`src/rtl/mem_req_bridge.sv`:
```
// Registered request/response bridge between the CPU memory port and the SoC bus.
// Optional hung-access abort with fault reporting: define MEM_REQ_BRIDGE_TIMEOUT_EN.
module mem_req_bridge #(
    parameter int TIMEOUT_CYCLES = 1024
) (
    input  logic        clk,
    input  logic        resetn,
    input  logic        cpu_valid,
    output logic        cpu_ready,
    input  logic [31:0] cpu_addr,
    input  logic [31:0] cpu_wdata,
    input  logic [3:0]  cpu_wstrb,
    output logic [31:0] cpu_rdata,
    output logic        cpu_fault,
    output logic        bus_valid,
    input  logic        bus_ready,
    output logic [31:0] bus_addr,
    output logic [31:0] bus_wdata,
    output logic [3:0]  bus_wstrb,
    input  logic [31:0] bus_rdata
);

    typedef enum logic [1:0] {ST_IDLE, ST_REQ, ST_DONE} state_t;

    generate
        if (TIMEOUT_CYCLES < 2) begin : g_bad_timeout
            $error("TIMEOUT_CYCLES must be >= 2");
        end
    endgenerate

    state_t      r_state, w_state_next;
    logic        r_cpu_ready, w_cpu_ready_next;
    logic [31:0] r_cpu_rdata, w_cpu_rdata_next;
    logic        r_bus_valid, w_bus_valid_next;
    logic [31:0] r_bus_addr, w_bus_addr_next;
    logic [31:0] r_bus_wdata, w_bus_wdata_next;
    logic [3:0]  r_bus_wstrb, w_bus_wstrb_next;

`ifdef MEM_REQ_BRIDGE_TIMEOUT_EN
    localparam int CNT_W = $clog2(TIMEOUT_CYCLES) + 1;
    logic [CNT_W-1:0] r_cnt, w_cnt_next;
    logic             r_cpu_fault, w_cpu_fault_next;
    logic             w_expired;

    assign w_expired = (r_cnt == CNT_W'(TIMEOUT_CYCLES - 1));
    assign cpu_fault = r_cpu_fault;
`else
    assign cpu_fault = 1'b0;
`endif

    always_comb begin
        w_state_next     = r_state;
        w_cpu_ready_next = 1'b0;
        w_cpu_rdata_next = r_cpu_rdata;
        w_bus_valid_next = r_bus_valid;
        w_bus_addr_next  = r_bus_addr;
        w_bus_wdata_next = r_bus_wdata;
        w_bus_wstrb_next = r_bus_wstrb;
`ifdef MEM_REQ_BRIDGE_TIMEOUT_EN
        w_cnt_next       = r_cnt;
        w_cpu_fault_next = r_cpu_fault;
`endif
        unique case (r_state)
            ST_IDLE: begin
                if (cpu_valid) begin
                    w_bus_addr_next  = cpu_addr;
                    w_bus_wdata_next = cpu_wdata;
                    w_bus_wstrb_next = cpu_wstrb;
                    w_bus_valid_next = 1'b1;
                    w_state_next     = ST_REQ;
`ifdef MEM_REQ_BRIDGE_TIMEOUT_EN
                    w_cnt_next       = '0;
                    w_cpu_fault_next = 1'b0;
`endif
                end
            end
            ST_REQ: begin
                // bus_ready takes priority over an expiring timeout
                if (bus_ready) begin
                    if (r_bus_wstrb == 4'd0) begin
                        w_cpu_rdata_next = bus_rdata;
                    end
                    w_bus_valid_next = 1'b0;
                    w_cpu_ready_next = 1'b1;
                    w_state_next     = ST_DONE;
                end
`ifdef MEM_REQ_BRIDGE_TIMEOUT_EN
                else if (w_expired) begin
                    w_bus_valid_next = 1'b0;
                    w_cpu_fault_next = 1'b1;
                    w_cpu_rdata_next = '0;
                    w_cpu_ready_next = 1'b1;
                    w_state_next     = ST_DONE;
                end else begin
                    w_cnt_next = r_cnt + 1'b1;
                end
`endif
            end
            ST_DONE: begin
                w_state_next = ST_IDLE;
            end
            default: begin
                w_state_next = ST_IDLE;
            end
        endcase
    end

    always_ff @(posedge clk or negedge resetn) begin
        if (!resetn) begin
            r_state     <= ST_IDLE;
            r_cpu_ready <= 1'b0;
            r_cpu_rdata <= '0;
            r_bus_valid <= 1'b0;
            r_bus_addr  <= '0;
            r_bus_wdata <= '0;
            r_bus_wstrb <= '0;
`ifdef MEM_REQ_BRIDGE_TIMEOUT_EN
            r_cnt       <= '0;
            r_cpu_fault <= 1'b0;
`endif
        end else begin
            r_state     <= w_state_next;
            r_cpu_ready <= w_cpu_ready_next;
            r_cpu_rdata <= w_cpu_rdata_next;
            r_bus_valid <= w_bus_valid_next;
            r_bus_addr  <= w_bus_addr_next;
            r_bus_wdata <= w_bus_wdata_next;
            r_bus_wstrb <= w_bus_wstrb_next;
`ifdef MEM_REQ_BRIDGE_TIMEOUT_EN
            r_cnt       <= w_cnt_next;
            r_cpu_fault <= w_cpu_fault_next;
`endif
        end
    end

    assign cpu_ready = r_cpu_ready;
    assign cpu_rdata = r_cpu_rdata;
    assign bus_valid = r_bus_valid;
    assign bus_addr  = r_bus_addr;
    assign bus_wdata = r_bus_wdata;
    assign bus_wstrb = r_bus_wstrb;

endmodule

```
`config.mk`:
```
export PLATFORM = sky130hd
export DESIGN_NAME = mem_req_bridge
export DESIGN_NICKNAME = d
export VERILOG_FILES = /design/src/rtl/mem_req_bridge.sv
export SDC_FILE = /design/constraint.sdc
export NUM_CORES = 1
export LEC_CHECK = 0
export BUFFER_PORTS_ARGS = -buffer_cell sky130_fd_sc_hd__buf_2
export CORE_AREA = 2 2 88 111
export CTS_CLUSTER_DIAMETER = 150
export CTS_CLUSTER_SIZE = 28
export DETAILED_ROUTE_END_ITERATION = 8
export DIE_AREA = 0 0 90 113
export GPL_TIMING_DRIVEN = 0
export PLACE_DENSITY = 0.89
export RECOVER_POWER = 50
export SLEW_MARGIN = 20
export SYNTH_ARGS = -nofsm -noshare
export SYNTH_HDL_FRONTEND = slang
export SYNTH_SLANG_ARGS = --single-unit
export TNS_END_PERCENT = 50
```
`constraint.sdc`:
```
create_clock -name clk -period 2.85 [get_ports clk]
set_input_delay 0.57 -clock clk [delete_from_list [all_inputs] [get_ports clk]]
set_output_delay 0.57 -clock clk [all_outputs]
set_load 0.01 [all_outputs]
```
Yosys cells after proc, flatten, opt, wreduce, memory -nomap -nowiden
Cells that the tools add are included.
{"block": "word_totals", "register_bits": 104, "inputBits": 104, "output_inout_bits": 103, "word_cells": 25}
{"block": "op_classes", "n_eq_ne": 3, "n_mux": 8, "reduce_logical": 7}
{"cell": "3-bit AND reduction", "n": 2}
{"cell": "4-bit zero test", "n": 1}
{"cell": "1-bit two-way mux", "n": 4}
{"cell": "2-bit two-way mux", "n": 2}
{"cell": "2-bit inequality test, second input constant", "n": 2}
{"cell": "2-bit case mux with 2 select lines", "n": 1}
{"cell": "2-bit AND reduction", "n": 2}
{"cell": "2-bit by 1-bit equality test with 1-bit output, second input constant", "n": 1}
{"cell": "2-bit zero test", "n": 1}
{"cell": "1-bit case mux with 2 select lines", "n": 1}
{"cell": "2-bit nonzero test", "n": 1}

Longest topological paths before layout
Gate-level depths: netlist of run 1.
{"block": "depth", "ltp_word": 3, "mapped_depth": 4, "mapped_depth_nobuf": 3}

Worst setup path before layout of run 1
No wires, ideal clock.
{"block": "synth_path", "path_kind": "input to register", "from": "in cpu_valid", "to": "reg r_bus_addr[22], in the netlist bus_addr[22]", "setup_ns": 0.127, "arrival_time_ns": 1.469, "required_ns": 2.723, "slack_ns": 1.254, "path_stages": 4, "n_path_buf": 2, "path_cell_list": "nor3b_2 > buf_4 > buf_6 > mux2_1"}
{"block": "synth_via", "elab_chain_len": 1}
{"item": "from (decl)", "line_no": "8", "text": "input logic cpu_valid,"}
{"item": "2-bit AND reduction (no line)"}
{"item": "to (signal assigned)", "line_no": "126", "text": "r_bus_addr <= w_bus_addr_next;"}
{"item": "to (decl)", "line_no": "35", "text": "logic [31:0] r_bus_addr, w_bus_addr_next;"}
Every way passes these cells.
A chain may end at the register's enable or synchronous reset.

Worst setup path in the final report of run 1
{"block": "layout_path", "from": "reg r_state[1]", "to": "reg r_bus_addr[28], in the netlist bus_addr[28]"}
{"block": "layout_via", "elab_chain_len": 2}
{"item": "from (decl)", "line_no": "31", "text": "state_t r_state, w_state_next;"}
{"item": "from (signal assigned)", "line_no": "122", "text": "r_state <= w_state_next;"}
{"item": "2-bit zero test", "line_no": "63", "text": "unique case (r_state)"}
{"item": "2-bit AND reduction (no line)"}
Every way passes these cells.

==> results.toml, run 1 <==
[flow_run]
cap_viol_max_count = 0

[logic_synthesis]
netlist_area_sq_mm = 0.00400
yosysWarnings = 0
yosysUniqueCellTypes = 16
syn_avg_cell_area_sq_um = 17.8
ys_ff_latch = 104
syn_inst = 225
syn_nets = 329
ys_seq_area_frac = 0.650

[timing]
relSlewSlack = 0.166
max_freq_mhz = 556
drv_slew = 0
tightestPinTransition_ps = 1250
timing.hold.ws_ps = 444
fin_crit_ps = 1800
fin_setup_tns_ps = 0
final-setup-viol-count = 0
skew_ps = 6.40
fin_crit_sh = 0.632
hold_viol_final = 0
grt_setup_unrepaired = "false"

[clock_network]
cts-htree-levels = 3
postCtsSetupRepairBufs = 0
cts_hold_buf = 0
cts_buffer_depth = 2
clkTransAtPathRegs_ps = 60
cts.sinks = 104
cts_buffers = 9
root_buffer = "clkbuf_16"
clock_latency_ps = 340
cts_resized = 0
cts_tree = "yes"

[grt]
grt_overflow = 0
grt_pass1_wl_mm = 14.0
grt_start_max_net_pins = 57
grtUsageTotal = 0.174
antenna_found_initial = 0
first_global_vias = 2876

[finish]
multiInputGateArea_sq_mm = 0.00130
fillers = 747
final-seq-area_sq_mm = 0.00260
final_nets = 546
diodes = 0
syn2layout_area_growth_pct = 35.4
drive_gt1_frac = 0.617

[routing]
drt_wl_total_mm = 8.76
first_iter_violations = 61
viasPerCell = 4.67
vias = 2650
ant_nets = 0
avgRoutedWirePerCell_microns = 15.4
drc = 0
drtPass1Iterations = 4

[die]
die_h_microns = 113
die_x_microns = 90
core_area_sq_mm = 0.00908
rows = 39
dieArea_sq_mm = 0.0102
initial_core_util = 0.441
io_pins = 207

[placed_design]
gp_congestion = 0.734
hpwl_mm = 6.66
port_buffers = 205

[worst_setup_path]
endpoint = "bus_addr[28]"
rr_worst_depth = 4
cp_max_fo = 10
cp.arrival_ps = 2010
worst_setup_path_end_kind = "register"
r2r_end = "bus_addr[28]"
reg2reg_from = "r_state[1]"
crit_path_start_kind = "register"
worstSetupStartpoint = "r_state[1]"
cp.required_ps = 3060
rrSetupSlack_ps = 1050
crit_type = "register to register"

[power_and_ir_drop]
powerDensity_mw_per_mm2 = 1110
p_leak_nw = 2.74
irDropWorstVdd_uv = 563

[run_status]
outcome = "finished, final reports clean"

[min_path]
min_path_type = "primary input to register"
[state kept, by name, indices dropped and copies added (netlist names)]
signal / count
bus_valid: 1
bus_wstrb: 4
cpu_rdata: 32
cpu_ready: 1
bus_wdata: 32
bus_addr: 32
r_state: 2
[final cells by class]
| class | count | area share |
|---|---|---|
| repair buffers | 206 | 0.184 |
| multi-input cells | 109 | 0.240 |
| clock inverters | 1 | 0.00554 |
| flip-flops and latches | 104 | 0.480 |
| well taps | 123 | 0.0284 |
| clock buffers | 12 | 0.0455 |
| inverters | 1 | 0.000693 |
| plain buffers | 11 | 0.0157 |
[where the power goes]
part           total (mW)  leakage (nW)  switching, mW  internal, mW
clock network        1.17         0.135          0.480         0.691
logic                2.25          1.35           1.04          1.21
registers            2.61          1.25          0.394          2.22
total                6.03          2.74           1.91          4.12
[cell usage in the layout (no fill, tap or decap)]
cell type / instances
dfrtp_1: 104
nor4_1: 1
mux2_4: 30
o21bai_1: 1
and3b_1: 2
clkbuf_16: 9
nor2_1: 1
conb_1: 1
inv_1: 1
nand2_1: 1
clkbuf_1: 48
mux2_2: 61
buf_4: 2
clkbuf_2: 1
clkbuf_8: 1
buf_6: 4
a211oi_1: 1
buf_16: 1
bufinv_16: 1
mux2_1: 9
buf_2: 163
nor3b_2: 1
[per-stage QoR]
stage / cell area (sq um) / utilization / total power, mW / setup WS, ps / cells
2_1_floorplan: 4000 / - / 3.94 / 1250 / 225
5_1_grt: 5420 / 0.597 / 6.38 / 960 / 567
6_report: 5420 / 0.597 / 6.03 / 1050 / 567
4_1_cts: 5490 / 0.605 / 6.20 / 996 / 567
3_3_place_gp: 5180 / 0.571 / 4.87 / 254 / 553
3_5_place_dp: 5220 / 0.575 / 5.00 / 755 / 554
[kinds of logic after synthesis]
family / count (synthesis) / synth area share
flops: 104 / 0.650
mux: 100 / 0.310
buf+inv: 12 / 0.0222
simple gates: 6 / 0.0131
compound gates: 2 / 0.00375
other cells: 1 / 0.000937
[synth_stat cells, drive strengths merged]
cell type | instances | area [sq um]
and3b | 2 | 17.5
nor2 | 1 | 3.75
nor4 | 1 | 12.5
mux2 | 100 | 1240
buf | 11 | 85.1
conb | 1 | 3.75
dfrtp | 104 | 2600
nor3b | 1 | 12.5
nand2 | 1 | 6.26
inv | 1 | 3.75
o21bai | 1 | 7.51
a211oi | 1 | 7.51
[per-layer routing]
layer	GRT usage	wire, microns	up-vias
li1	-	-	1219
met1	0.200	3330	1294
met2	0.304	4680	119
met3	0.0373	531	18
met4	0.0985	214	0
met5	0	0	-
[worst min-delay path by stage]
stage | from | endpoint | slack, ps | depth (start not counted)
global placement | bus_addr[22] | bus_addr[22] | 470 | 1
detailed placement | bus_addr[30] | bus_addr[30] | 470 | 1
floorplan | resetn | bus_addr[0] | 270 | 0
CTS | resetn | bus_addr[29] | 170 | 1
global route | cpu_addr[30] | bus_addr[30] | 440 | 2
finish | bus_ready | r_state[0] | 440 | 2
[worst max-delay path, stage by stage, from the launching register on]
cell and delay (ps):
dfrtp_1 400, nor3b_2 470, buf_4 280, buf_6 160, mux2_1 350
(Power assumes the default switching activity.)
==> inputs of run 2 (changes only) <==
Settings changed: CORE_AREA 2 2 88 111 to 2 2 92 116, DIE_AREA 0 0 90 113 to 0 0 94 118, PLACE_DENSITY 0.89 to 0.86.
Clock period 2.85 ns to 1.6 ns, I/O delays scaled along.
==> results.toml, run 2 (same netlist as run 1, synthesis figures left out) <==
[run_status]
outcome = "finished, final reports clean"

[die]
initial_core_util = 0.400
die_h_microns = 118
die_x_microns = 94
io_pins = 207
core_area_sq_mm = 0.0100
dieArea_sq_mm = 0.0111
rows = 41

[finish]
diodes = 0
mostFrequentLayoutCell = "buf_2"
most-common-layout-cells = "buf_2 (205), dfrtp_1 (103), mux2_2 (61)"
drive_gt1_frac = 0.727
syn2layout_area_growth_pct = 38.9
finish.utilization = 0.555
final_nets = 550
design_area_sq_mm = 0.00556
final_cells = 580
fillers = 865

[placed_design]
dpl.cell_count = 560
hpwl_mm = 6.72
postPlaceCellArea_sq_mm = 0.00522
port_buffers = 205
gp_congestion = 0.762

[worst_setup_path]
cp.arrival_ps = 1780
cp.required_ps = 1820
rr_worst_depth = 4
worst_setup_path_end_kind = "register"
cp_max_fo = 10
r2r_end = "bus_addr[14]"
reg2reg_from = "r_state[1]"
crit_path_start_kind = "register"
crit_type = "register to register"
rrSetupSlack_ps = 40

[power_and_ir_drop]
irDropWorstVdd_uv = 882
powerDensity_mw_per_mm2 = 1950
p_leak_nw = 2.89
total_power_mw = 10.9

[grt]
grt_start_max_net_pins = 56
first_global_vias = 2899
grt_overflow = 0
grtUsageTotal = 0.159
grt_pass1_wl_mm = 13.8
antenna_found_initial = 0

[flow_run]
cap_viol_max_count = 0

[clock_network]
cts-htree-levels = 3
clock_latency_ps = 330
cts_tree = "yes"
clkTransAtPathRegs_ps = 70
cts_buffers = 9
cts_buffer_depth = 2
cts.sinks = 104
root_buffer = "clkbuf_16"

[timing]
grt_setup_unrepaired = "true"
skew_ps = 9.63
fin_crit_ps = 1560
hold_viol_final = 0
final-setup-viol-count = 0
timing.hold.ws_ps = 202
drv_slew = 0
max_freq_mhz = 640
fin_crit_sh = 0.976

[min_path]
holdPathStages = 2
whs_endpoint = "bus_addr[23]"
hold_start = "cpu_addr[23]"
min_path_type = "primary input to register"

[routing]
vias = 2679
viasPerCell = 4.62
ant_nets = 0
first_iter_violations = 79
avgRoutedWirePerCell_microns = 15.0
drt_wl_total_mm = 8.70
drtPass1Iterations = 4
drc = 0
==> run 2: cell types whose count changed in the layout (fill, tap and decap cells not counted), sizes merged <==
cell         delta
dlygate4sd3     +1
bufinv          -1
buf            +50
clkbuf         -47
clkinv          +1
clkinvlp        +3
==> run 2: area by class of cell <==
cell class                 instances  area (sq um)  area share
buffer                            11          98.8      0.0178
multi-input combinational        109          1330       0.238
clock inverter                     4          31.3     0.00563
timing repair buffer             210          1100       0.197
clock buffer                      12           236      0.0426
inverter                           1          3.75    0.000676
tap                              129           161      0.0290
sequential                       104          2600       0.469
==> run 2: how the worst max path moves through the flow <==
| stage | slack, ps | from | to | cells past startpoint |
|---|---|---|---|---|
| final | 40 | r_state[1] | bus_addr[14] | 4 |
| after global routing | -30 | r_state[1] | bus_wdata[21] | 4 |
| after CTS | -30 | r_state[0] | bus_wdata[17] | 4 |
| after detailed placement | -290 | r_state[0] | bus_addr[24] | 4 |
| after global placement | -750 | resetn | bus_addr[12] | 1 |
| after floorplan | 150 | r_state[1] | bus_addr[22] | 4 |
==> run 2: critical path, cell delays in order, from the launching register on <==
cell	delay, ps
dfrtp_1	430
nor3b_4	320
buf_6	170
buf_4	180
mux2_2	360
==> run 2: timing repair <==
action,in CTS,in global routing
hold buffers,1,0
gates resized for setup,4,7
pin swaps,1,1
hold endpoints to repair,49,0
gates cloned,0,0
setup buffers,1,2
setup endpoints to repair,99,56
==> run 2: power breakdown <==
group	internal (mW)	leakage [nW]	switching (mW)
clock network	1.06	0.119	0.906
registers	3.95	1.25	0.698
logic	2.38	1.52	1.86
==> run 2: layer usage <==
metal,part of all wire,up-vias,wire [microns],track usage
met1,0.37,1294,3200,0.177
met3,0.079,28,685,0.0429
met5,0,-,0,0
li1,-,1224,-,-
met2,0.52,133,4540,0.271
met4,0.031,0,274,0.0833
==> run 2: stage by stage <==
step	TNS, ps	worst slack, ps
after floorplan	0	154
after global placement	-88660	-752
after detailed placement	-12440	-293
after CTS	-447	-29.8
after global routing	-724	-29.4
final	0	38.5
==> inputs of run 3 (changes only) <==
Settings changed: BUFFER_PORTS_ARGS -buffer_cell sky130_fd_sc_hd__buf_2 to -buffer_cell sky130_fd_sc_hd__clkbuf_2.
==> results.toml, run 3 (same netlist as run 1, synthesis figures left out) <==
[grt]
first_global_vias = 2853
grtUsageTotal = 0.157
antenna_found_initial = 0
grt_overflow = 0
grt_start_max_net_pins = 56
grt_pass1_wl_mm = 13.6

[power_and_ir_drop]
swShare = 0.312
irDropWorstVdd_uv = 1050
clock_power_share = 0.201
p_seq_frac = 0.420
p_switching_mw = 3.50
powerDensity_mw_per_mm2 = 1990
pwr-share-comb = 0.379
p_int_mw = 7.71
p_leak_nw = 2.96

[worst_setup_path]
crit_path_start_kind = "register"
worstPathCellList = "nor3b_4, buf_4, buf_4, mux2_2"
cp_slowest_cell = "dfrtp_2"
crit_path_max_incr_delay_ps = 440
cp_common_cell = "buf_4"
r2r_end = "bus_wdata[24]"
crit_type = "register to register"
cp.arrival_ps = 1790
reg2reg_from = "r_state[1]"
cp.required_ps = 1820
worst_setup_path_end_kind = "register"
rr_worst_depth = 4
cp_max_fo = 10
rrSetupSlack_ps = 20

[placed_design]
gp_congestion = 0.762
dpl.cell_count = 560
port_buffers = 205
postPlaceCellArea_sq_mm = 0.00523
hpwl_mm = 6.75

[clock_network]
cts-htree-levels = 3
clock_latency_ps = 330
cts_buffer_depth = 2
clkTransAtPathRegs_ps = 70
root_buffer = "clkbuf_16"
cts_tree = "yes"
cts.sinks = 104
cts_buffers = 9

[die]
core_area_sq_mm = 0.0100
rows = 41
die_h_microns = 118
dieArea_sq_mm = 0.0111
initial_core_util = 0.400
io_pins = 207
die_x_microns = 94

[timing]
grt_setup_unrepaired = "true"
timing.hold.ws_ps = 205
skew_ps = 5.77
final-setup-viol-count = 0
fin_crit_sh = 0.985
fin_crit_ps = 1580
hold_viol_final = 0
drv_slew = 0
max_freq_mhz = 634

[min_path]
min_path_type = "primary input to register"
holdPathStages = 2
hold_start = "cpu_addr[30]"
whs_endpoint = "bus_addr[30]"

[run_status]
outcome = "finished, final reports clean"

[routing]
drc = 0
avgRoutedWirePerCell_microns = 14.8
first_iter_violations = 45
vias = 2677
drt_wl_total_mm = 8.59
drtPass1Iterations = 4
ant_nets = 0
viasPerCell = 4.61

[flow_run]
cap_viol_max_count = 0

[finish]
diodes = 0
mostFrequentLayoutCell = "clkbuf_2"
finish.utilization = 0.563
syn2layout_area_growth_pct = 40.7
design_area_sq_mm = 0.00563
final_cells = 581
drive_gt1_frac = 0.735
most-common-layout-cells = "clkbuf_2 (204), dfrtp_1 (102), mux2_2 (61)"
final_nets = 551
[run 3: cell count changes in the layout (fill, tap and decap cells not counted), sizes merged]
cell	change
buf	-204
clkinvlp	-3
bufinv	+2
clkbuf	+203
clkinv	+3
[run 3: area by class of cell]
class                   instances  area [sq um]
inverters                       1          3.75
fillers                       831          4380
plain buffers                  11           110
clock buffers                  10           229
clock inverters                 6          83.8
repair buffers                211          1110
flip-flops and latches        104          2610
well taps                     129           161
multi-input cells             109          1330
[run 3: timing repair]
action | 4_1_cts | 5_1_grt
buffers inserted | 2 | 2
setup endpoints to repair | 99 | 89
pin swaps | 1 | 2
endpoints found under the hold margin | 49 | 0
hold buffers | 1 | 0
gates resized for setup | 7 | 7
[run 3: worst max path at each step]
stage | startpoint | to | slack, ps | cells after the start
5_1_grt | r_state[1] | bus_wdata[27] | -60 | 4
3_5_place_dp | r_state[1] | bus_addr[24] | -300 | 4
3_3_place_gp | resetn | bus_addr[12] | -990 | 1
2_1_floorplan | r_state[1] | bus_addr[22] | 150 | 4
4_1_cts | r_state[0] | bus_wdata[16] | -6 | 4
6_report | r_state[1] | bus_wdata[24] | 20 | 4
[run 3: power groups by stage]
stage                     sequential, mW  clock (mW)  combinational [mW]
after global placement              4.63           0                4.11
final                               4.71        2.25                4.24
after global routing                4.88        2.45                4.58
after floorplan                     5.28           0                1.73
after detailed placement            4.73           0                4.22
after CTS                           4.72        2.33                4.29
[run 3: critical path: cells and delay by family, from the launching register on]
kind	cells	cell delay, ps
flip-flops	1	440
buffers and inverters	2	350
multiplexers	1	350
AND/OR/NAND/NOR	1	320
[run 3: routing by layer]
layer,up-vias,GRT usage,routed length [microns]
li1,1229,-,-
met1,1294,0.171,3210
met2,130,0.270,4460
met3,24,0.0442,647
met4,0,0.0861,263
met5,-,0,0
[run 3: per-stage QoR]
stage | power [mW] | setup TNS (ps) | worst slack (ps)
floorplan | 7.01 | 0 | 154
global placement | 8.74 | -113420 | -988
detailed placement | 8.95 | -12830 | -295
CTS | 11.4 | -8.60 | -6.34
global route | 11.9 | -1510 | -58.6
finish | 11.2 | 0 | 23.2
